## src/rtl/approx_error_monitor.sv

```systemverilog
// rtl/approx_error_monitor.sv - windowed error metrics between approximate and exact FIR output streams
module approx_error_monitor #(
    parameter int WIDTH    = 16,
    parameter int LOG2_WIN = 8
) (
    input  logic                      clk,
    input  logic                      rst,
    input  logic                      start,
    input  logic                      clear,
    input  logic                      in_valid,
    input  logic [WIDTH-1:0]          approx_in,
    input  logic [WIDTH-1:0]          exact_in,
    output logic                      busy,
    output logic                      done,
    output logic [LOG2_WIN:0]         err_count,
    output logic [WIDTH-1:0]          max_abs_err,
    output logic [WIDTH+LOG2_WIN-1:0] sum_abs_err,
    output logic [WIDTH-1:0]          mean_abs_err
);

    typedef enum logic [1:0] {
        S_IDLE  = 2'd0,
        S_RUN   = 2'd1,
        S_FLUSH = 2'd2,
        S_DONE  = 2'd3
    } state_t;

    state_t                    state_q, state_d;
    logic [LOG2_WIN-1:0]       cnt_q;
    logic                      s1_valid_q;
    logic                      s1_nz_q;
    logic [WIDTH-1:0]          s1_abs_q;
    logic [LOG2_WIN:0]         err_count_q;
    logic [WIDTH-1:0]          max_abs_q;
    logic [WIDTH+LOG2_WIN-1:0] sum_abs_q;

    logic             accept;
    logic             last_sample;
    logic             restart;
    logic [WIDTH-1:0] abs_d;

    // The counter only ranges 0..2^LOG2_WIN-1, so all-ones marks the final sample of the window.
    assign accept      = (state_q == S_RUN) && in_valid;
    assign last_sample = accept && (cnt_q == {LOG2_WIN{1'b1}});
    assign restart     = start && !clear && ((state_q == S_IDLE) || (state_q == S_DONE));

    // Unsigned magnitude of the difference; ordering the operands is equivalent to a signed
    // WIDTH+1 subtraction followed by abs, and the result always fits in WIDTH bits.
    assign abs_d = (approx_in >= exact_in) ? (approx_in - exact_in) : (exact_in - approx_in);

    // State register.
    always_ff @(posedge clk or posedge rst) begin
        if (rst) begin
            state_q <= S_IDLE;
        end else begin
            state_q <= state_d;
        end
    end

    // Next-state logic; clear overrides everything, start only matters in IDLE and DONE.
    always_comb begin
        state_d = state_q;
        if (clear) begin
            state_d = S_IDLE;
        end else begin
            case (state_q)
                S_IDLE:  if (start) state_d = S_RUN;
                S_RUN:   if (last_sample) state_d = S_FLUSH;
                S_FLUSH: state_d = S_DONE;
                S_DONE:  if (start) state_d = S_RUN;
                default: state_d = S_IDLE;
            endcase
        end
    end

    // Status outputs decoded from the state.
    always_comb begin
        busy = 1'b0;
        done = 1'b0;
        case (state_q)
            S_RUN, S_FLUSH: busy = 1'b1;
            S_DONE:         done = 1'b1;
            default:        ;
        endcase
    end

    // Accepted-sample counter; wraps to zero naturally on the last sample of a window.
    always_ff @(posedge clk or posedge rst) begin
        if (rst) begin
            cnt_q <= '0;
        end else if (clear || restart) begin
            cnt_q <= '0;
        end else if (accept) begin
            cnt_q <= cnt_q + 1'b1;
        end
    end

    // Stage 1: capture absolute difference and nonzero flag of each accepted pair.
    always_ff @(posedge clk or posedge rst) begin
        if (rst) begin
            s1_valid_q <= 1'b0;
            s1_nz_q    <= 1'b0;
            s1_abs_q   <= '0;
        end else if (clear || restart) begin
            s1_valid_q <= 1'b0;
            s1_nz_q    <= 1'b0;
            s1_abs_q   <= '0;
        end else begin
            s1_valid_q <= accept;
            if (accept) begin
                s1_nz_q  <= (abs_d != '0);
                s1_abs_q <= abs_d;
            end
        end
    end

    // Stage 2: fold the stage-1 result into the running metrics.
    always_ff @(posedge clk or posedge rst) begin
        if (rst) begin
            err_count_q <= '0;
            max_abs_q   <= '0;
            sum_abs_q   <= '0;
        end else if (clear || restart) begin
            err_count_q <= '0;
            max_abs_q   <= '0;
            sum_abs_q   <= '0;
        end else if (s1_valid_q) begin
            err_count_q <= err_count_q + {{LOG2_WIN{1'b0}}, s1_nz_q};
            sum_abs_q   <= sum_abs_q + {{LOG2_WIN{1'b0}}, s1_abs_q};
            if (s1_abs_q > max_abs_q) begin
                max_abs_q <= s1_abs_q;
            end
        end
    end

    assign err_count    = err_count_q;
    assign max_abs_err  = max_abs_q;
    assign sum_abs_err  = sum_abs_q;
    assign mean_abs_err = sum_abs_q[WIDTH+LOG2_WIN-1:LOG2_WIN];

endmodule

```

## config.mk

```make
export PLATFORM = sky130hd
export DESIGN_NAME = approx_error_monitor
export DESIGN_NICKNAME = d
export VERILOG_FILES = /design/src/rtl/approx_error_monitor.sv
export SDC_FILE = /design/constraint.sdc
export NUM_CORES = 1
export LEC_CHECK = 0
export BUFFER_PORTS_ARGS = -buffer_cell sky130_fd_sc_hd__buf_4
export CAP_MARGIN = 0
export CORE_ASPECT_RATIO = 2
export CORE_UTILIZATION = 39
export CTS_BUF_LIST = sky130_fd_sc_hd__clkbuf_8 sky130_fd_sc_hd__clkbuf_16
export DETAILED_ROUTE_END_ITERATION = 8
export PLACE_DENSITY = 0.66
export SLEW_MARGIN = 20
export SYNTH_ARGS = -nofsm -noshare
export SYNTH_HDL_FRONTEND = slang
export SYNTH_SLANG_ARGS = --single-unit
```

## constraint.sdc

```tcl
create_clock -name clk -period 3.9 [get_ports clk]
set_input_delay 0.39 -clock clk [delete_from_list [all_inputs] [get_ports clk]]
set_output_delay 0.39 -clock clk [all_outputs]
set_load 0.005 [all_outputs]
```

## Yosys cells after proc, flatten, opt, wreduce, memory -nomap -nowiden

Index checks and enable logic that the tools add are counted.

| operators by class | value |
|---|---|
| reduce and logical (&&, ||, !) cells | 16 |
| $add $sub $neg | 5 |
| mux-type cells | 21 |
| equal/unequal tests | 6 |
| $lt $le $gt $ge | 2 |

Operator list:

| cell | count |
|---|---|
| $mux 16 | 6 |
| $mux 24 | 2 |
| $sub 16x16->16 | 2 |
| $add 24x16->24 | 1 |
| $mux 9 | 2 |
| $ge 16x16->1 | 1 |
| $gt 16x16->1 | 1 |
| $mux 8 | 2 |
| $reduce_bool 16->1 | 1 |
| $add 9x1->9 | 1 |
| $add 8x1->8 const B | 1 |
| $eq 8x8->1 const B | 1 |
| $mux 2 | 3 |
| $pmux 2 s3 | 1 |
| $reduce_bool 2->1 | 3 |
| $mux 1 | 5 |
| $eq 2x2->1 const B | 2 |
| $logic_and 1x1->1 | 4 |
| $reduce_and 2->1 | 2 |
| $reduce_or 2->1 | 2 |
| $ne 3x1->1 const B | 1 |
| $ne 3x3->1 const B | 1 |
| $eq 2x1->1 const B | 1 |
| $logic_not 2->1 | 1 |
| 2 further kinds | 3 |

| storage, ports and cells | value |
|---|---|
| input bits | 37 |
| bits in registers | 77 |

## Depth between registers and ports, before layout

| logic depth | value |
|---|---|
| depth in word-level cells | 6 |
| gate-level depth with buffers | 14 |
| mapped depth without buffers | 14 |

## Least setup slack after synthesis

OpenSTA, ideal clock, no wires.

| timing path | value |
|---|---|
| path type | input to register |
| start | in approx_in[0] |
| end | reg s1_nz_q |
| stages | 14 |
| data required time | 3.777 ns |
| arrival | 2.876 ns |
| setup slack | 0.901 ns |
| cell sequence | inv_1 -> ha_1 -> inv_1 -> fa_1 -> and3_1 -> nor2_2 -> a311o_2 -> a21o_2 -> nand2_4 -> a31oi_1 -> xnor2_1 -> or4_1 -> nor4_2 -> nor2_1 |

| between the ends | value |
|---|---|
| longest elaborated chain between the ends | 5 |

RTL lines:

| item | line | text |
|---|---|---|
| start, declared | 11 | `input logic [WIDTH-1:0] approx_in,` |
| $sub 16x16->16 / $ge 16x16->1 (equally long branches) | 49 | `assign abs_d = (approx_in >= exact_in) ? (approx_in - exact_in) : (exact_in - approx_in);` |
| $mux 16 * | 49 |  |
| $reduce_bool 16->1 * | 111 | `s1_nz_q <= (abs_d != '0);` |
| $mux 1 * | 110 | `if (accept) begin` |
| $mux 1 * | 104 | `end else if (clear \|\| restart) begin` |
| end signal, assigned | 111 |  |
| end, declared | 31 | `logic s1_nz_q;` |

Mark *: on every way between the ends. The rest lies on a longest branch, timed or not. The select of a mux whose other input is x is not followed.
A chain may end at the register's enable or synchronous reset.

## Worst setup path after layout

| timing path | value |
|---|---|
| start | reg sum_abs_q[1] (netlist: sum_abs_err[1]) |
| end | reg sum_abs_q[23] (netlist: sum_abs_err[23]) |

| between the ends | value |
|---|---|
| longest elaborated chain between the ends | 3 |

RTL lines:

| item | line | text |
|---|---|---|
| start, declared | 35 | `logic [WIDTH+LOG2_WIN-1:0] sum_abs_q;` |
| start signal, assigned | 129 | `sum_abs_q <= sum_abs_q + {{LOG2_WIN{1'b0}}, s1_abs_q};` |
| $add 24x16->24 | 129 |  |
| $mux 24 | 127 | `end else if (s1_valid_q) begin` |
| $mux 24 | 123 | `end else if (clear \|\| restart) begin` |

Every way passes these cells. The select of a mux whose other input is x is not followed.

==> impl_metrics.toml <==
[pwr]
power_density_nw_per_um2 = 357.1
ir_drop_uv = 214.9
switching_share_pct = 34.95
p_switching_uw = 917.7
p_leak_uw = 0.003687
power_frac_seq_pct = 34.7
pwr-share-comb_pct = 34.2
p_int_uw = 1708
clockPowerShare_pct = 31.1

[yosys]
synth_area_leaders = "dfrtp_1 (31%), ha_1 (14%), mux2i_1 (6.1%), nor2_1 (5.4%), inv_1 (3.6%)"
syn_area_per_cell_sq_um = 8.685
yosys_warnings = 0
synth_area_leader_cell = "dfrtp_1"
ys_types = 67
ys_seq_area_share_pct = 31.03
yosys-mux-area-fraction_pct = 6.125
synthSimpleGateAreaFrac_pct = 17.11
synth-compound-area-share_pct = 17.57
synthesis.instances = 715
synth_nets = 824
synth-edff-count = 0
synth_xor_area_share_pct = 5.783
async_flop_share_pct = 100.0
synthDominantCellAreaShare_pct = 31.03
synth_top_family_by_area = "compound AO/OA/AOI/OAI gates"
synth_fa_ha_area_share_pct = 14.87
syn_area_sq_um = 6210
yosys_register_bits = 77
synth_ff_type = "dfrtp_1"

[clock_tree]
clock-sinks = 77
cts_hold_buf = 0
cts_buffer_depth = 2
numCtsBuffers = 9
post-cts-setup-buffers = 0
cts-root-buf = "clkbuf_16"
insertion_delay_ps = 330
h-tree-depth = 3
clk_pin_slew_worst_paths_ps = 60
cts_tree = "yes"
cts_resized = 0

[floorplanning]
die_h_um = 180.5
core_sq_um = 15450
io_pins = 104
rows = 64
die_area_sq_um = 16460
initial_core_util_pct = 40.18
die_w_um = 91.23

[global_route]
grt.total_usage_pct = 19.90
gr-total-overflow = 0
grt_pass1_vias = 5564
grt_max_degree = 59
antenna_found_initial = 0
grt_pass1_wl_um = 25940

[worst_hold_path]
min-delay-path-class = "input port to async pin"

[drt]
drt-initial-drc-count = 168
routed_via_density = 5.419
wl_per_cell_um = 15.88
postRouteAntennaNets = 0
first_pass_iters = 5
vias = 5392
route.detailed.drc = 0
routed_wirelength_um = 15800

[critical_path]
cp_max_fo = 6
required_ps = 4120
crit_slowest_cell = "a2111oi_2"
worstSetupPathType = "flip-flop to flip-flop"
critical_path.cell_chain = "ha_1 -> a21o_1 -> a21o_1 -> a2111oi_2 -> o2111ai_1 -> o311ai_1 -> o21ai_0 -> o41ai_2 -> buf_4 -> nor3_1 -> xnor2_1 -> nor2_1"
worstSetupEndpointType = "flip-flop"
worstPathArrival_ps = 3580
slowest_delay_ps = 520
worstSetupStartpointType = "flip-flop"
cp_top_family = "compound AO/OA/AOI/OAI gates"
path_common_cell = "a21o_1"
critPathBufInv = 1

[timing]
timing.slew.headroom_pct = 50.22
fmax_mhz = 297.1
setup_viol = 0
finClkSkew_ps = 4.783
setup_tns_ps = 0
rsz0062_at_grt = "false"
min_period_ps = 3366
max_slew.worst_pin.slew_ps = 746.7
finalCritPeriodShare_pct = 86.30
timing_hold_violations_final = 0
drv_slew = 0
fin_ws_ps = 534.2

[layout]
fin_nets = 901
area_growth_syn_to_layout_pct = 18.42
antennaDiodeCount = 0
drive_gt1_share_pct = 17.94

[place]
place_ws_ps = 420.6
gp_congestion = 0.8956
io_buffers = 103
hpwlAfterDp_um = 12780

[flow_run]
max_cap_violations = 0

[outcome]
status = "finished clean"
-- path summary, 6_finish.rpt --
path	startpoint	endpoint	slack, ps	cells after the start
max	sum_abs_err[1]$_DFFE_PP0P_	sum_abs_err[23]$_DFFE_PP0P_	530	12
min	rst	sum_abs_err[16]$_DFFE_PP0P_	70	2
min in group clk	clear	state_q[1]$_DFFE_PP0P_	230	2
max in group asynchronous	rst	state_q[0]$_DFFE_PP0P_	2730	3
max reg2reg	sum_abs_err[1]$_DFFE_PP0P_	sum_abs_err[23]$_DFFE_PP0P_	530	12
min reg2reg	err_count[8]$_DFFE_PP0P_	err_count[8]$_DFFE_PP0P_	540	2
-- flip-flops by register name (all words and copies together), names as in the netlist --
register,count
cnt_q,8
err_count,9
max_abs_err,16
s1_abs_q,16
s1_nz_q,1
s1_valid_q,1
state_q,2
sum_abs_err,24
-- layout by cell type (no fill, tap or decap), types with 14 or more instances in the layout --
cell type,Yosys,final
o21ai_0,30,30
mux2i_1,38,38
nor2_1,90,90
xor2_1,17,17
ha_1,69,69
a21o_1,19,18
inv_1,60,60
a21oi_1,44,44
xnor2_1,24,24
buf_4,18,110
dfrtp_1,77,77
nand2_1,37,37
nand4_1,14,14
nor3_1,18,18
-- synthesized netlist by cell type (3+ instances only) --
cell type / number
or3_1: 9
dfrtp_1: 77
buf_4: 18
nand3_1: 13
and2_1: 3
nor3_1: 18
a21o_1: 19
o21ai_0: 30
nand2b_1: 11
o21a_1: 11
a31oi_1: 6
o21bai_1: 3
fa_1: 3
ha_1: 69
clkbuf_1: 16
nand2_1: 37
buf_1: 3
mux2i_1: 38
nor4_1: 3
a21oi_1: 44
a311oi_1: 5
a211oi_1: 9
nor2_1: 90
buf_2: 7
nand4_1: 14
xor2_1: 17
inv_1: 60
nor2b_1: 5
and3_1: 7
xnor2_1: 24
-- per-stage QoR --
step | utilization [%] | area (sq um) | hold WS, ps | total power (uW) | std cells
after floorplan | - | 6210 | 456.2 | 1553 | 715
after global placement | 45.68 | 7061 | 429.4 | 1819 | 979
after detailed placement | 45.68 | 7061 | 421.0 | 1831 | 979
after CTS | 47.58 | 7353 | 63.17 | 2660 | 995
after global routing | 47.58 | 7353 | 93.34 | 2801 | 995
final | 47.58 | 7353 | 65.75 | 2626 | 995
-- power groups by stage --
stage	clock [uW]	combinational, uW	sequential, uW
final	817	898	910
after detailed placement	0	906	925
after CTS	842	908	911
after global placement	0	894	925
after floorplan	0	660	894
after global routing	873	1010	916
-- routing by layer --
metal / track usage (%) / routed length [um] / vias up
li1: - / - / 2643
met1: 17.84 / 5398 / 2570
met2: 40.18 / 9102 / 132
met3: 2.658 / 442 / 47
met4: 12.38 / 858 / 0
met5: 0 / 0 / -
-- layout make-up --
type | count | area [sq um]
sequential | 77 | 1927
inverter | 60 | 225.2
tap | 198 | 247.7
fill | 1548 | 8102
timing repair buffer | 110 | 825.8
multi-input combinational | 534 | 3835
clock inverter | 6 | 53.80
clock buffer | 10 | 239.0
-- logic make-up after synthesis --
| group | count (synthesis) |
|---|---|
| flops | 77 |
| buf+inv | 104 |
| fa+ha+maj | 72 |
| mux | 38 |
| simple gates | 223 |
| compound gates | 160 |
| xor+xnor | 41 |
Power figures use the tool's default switching activity.
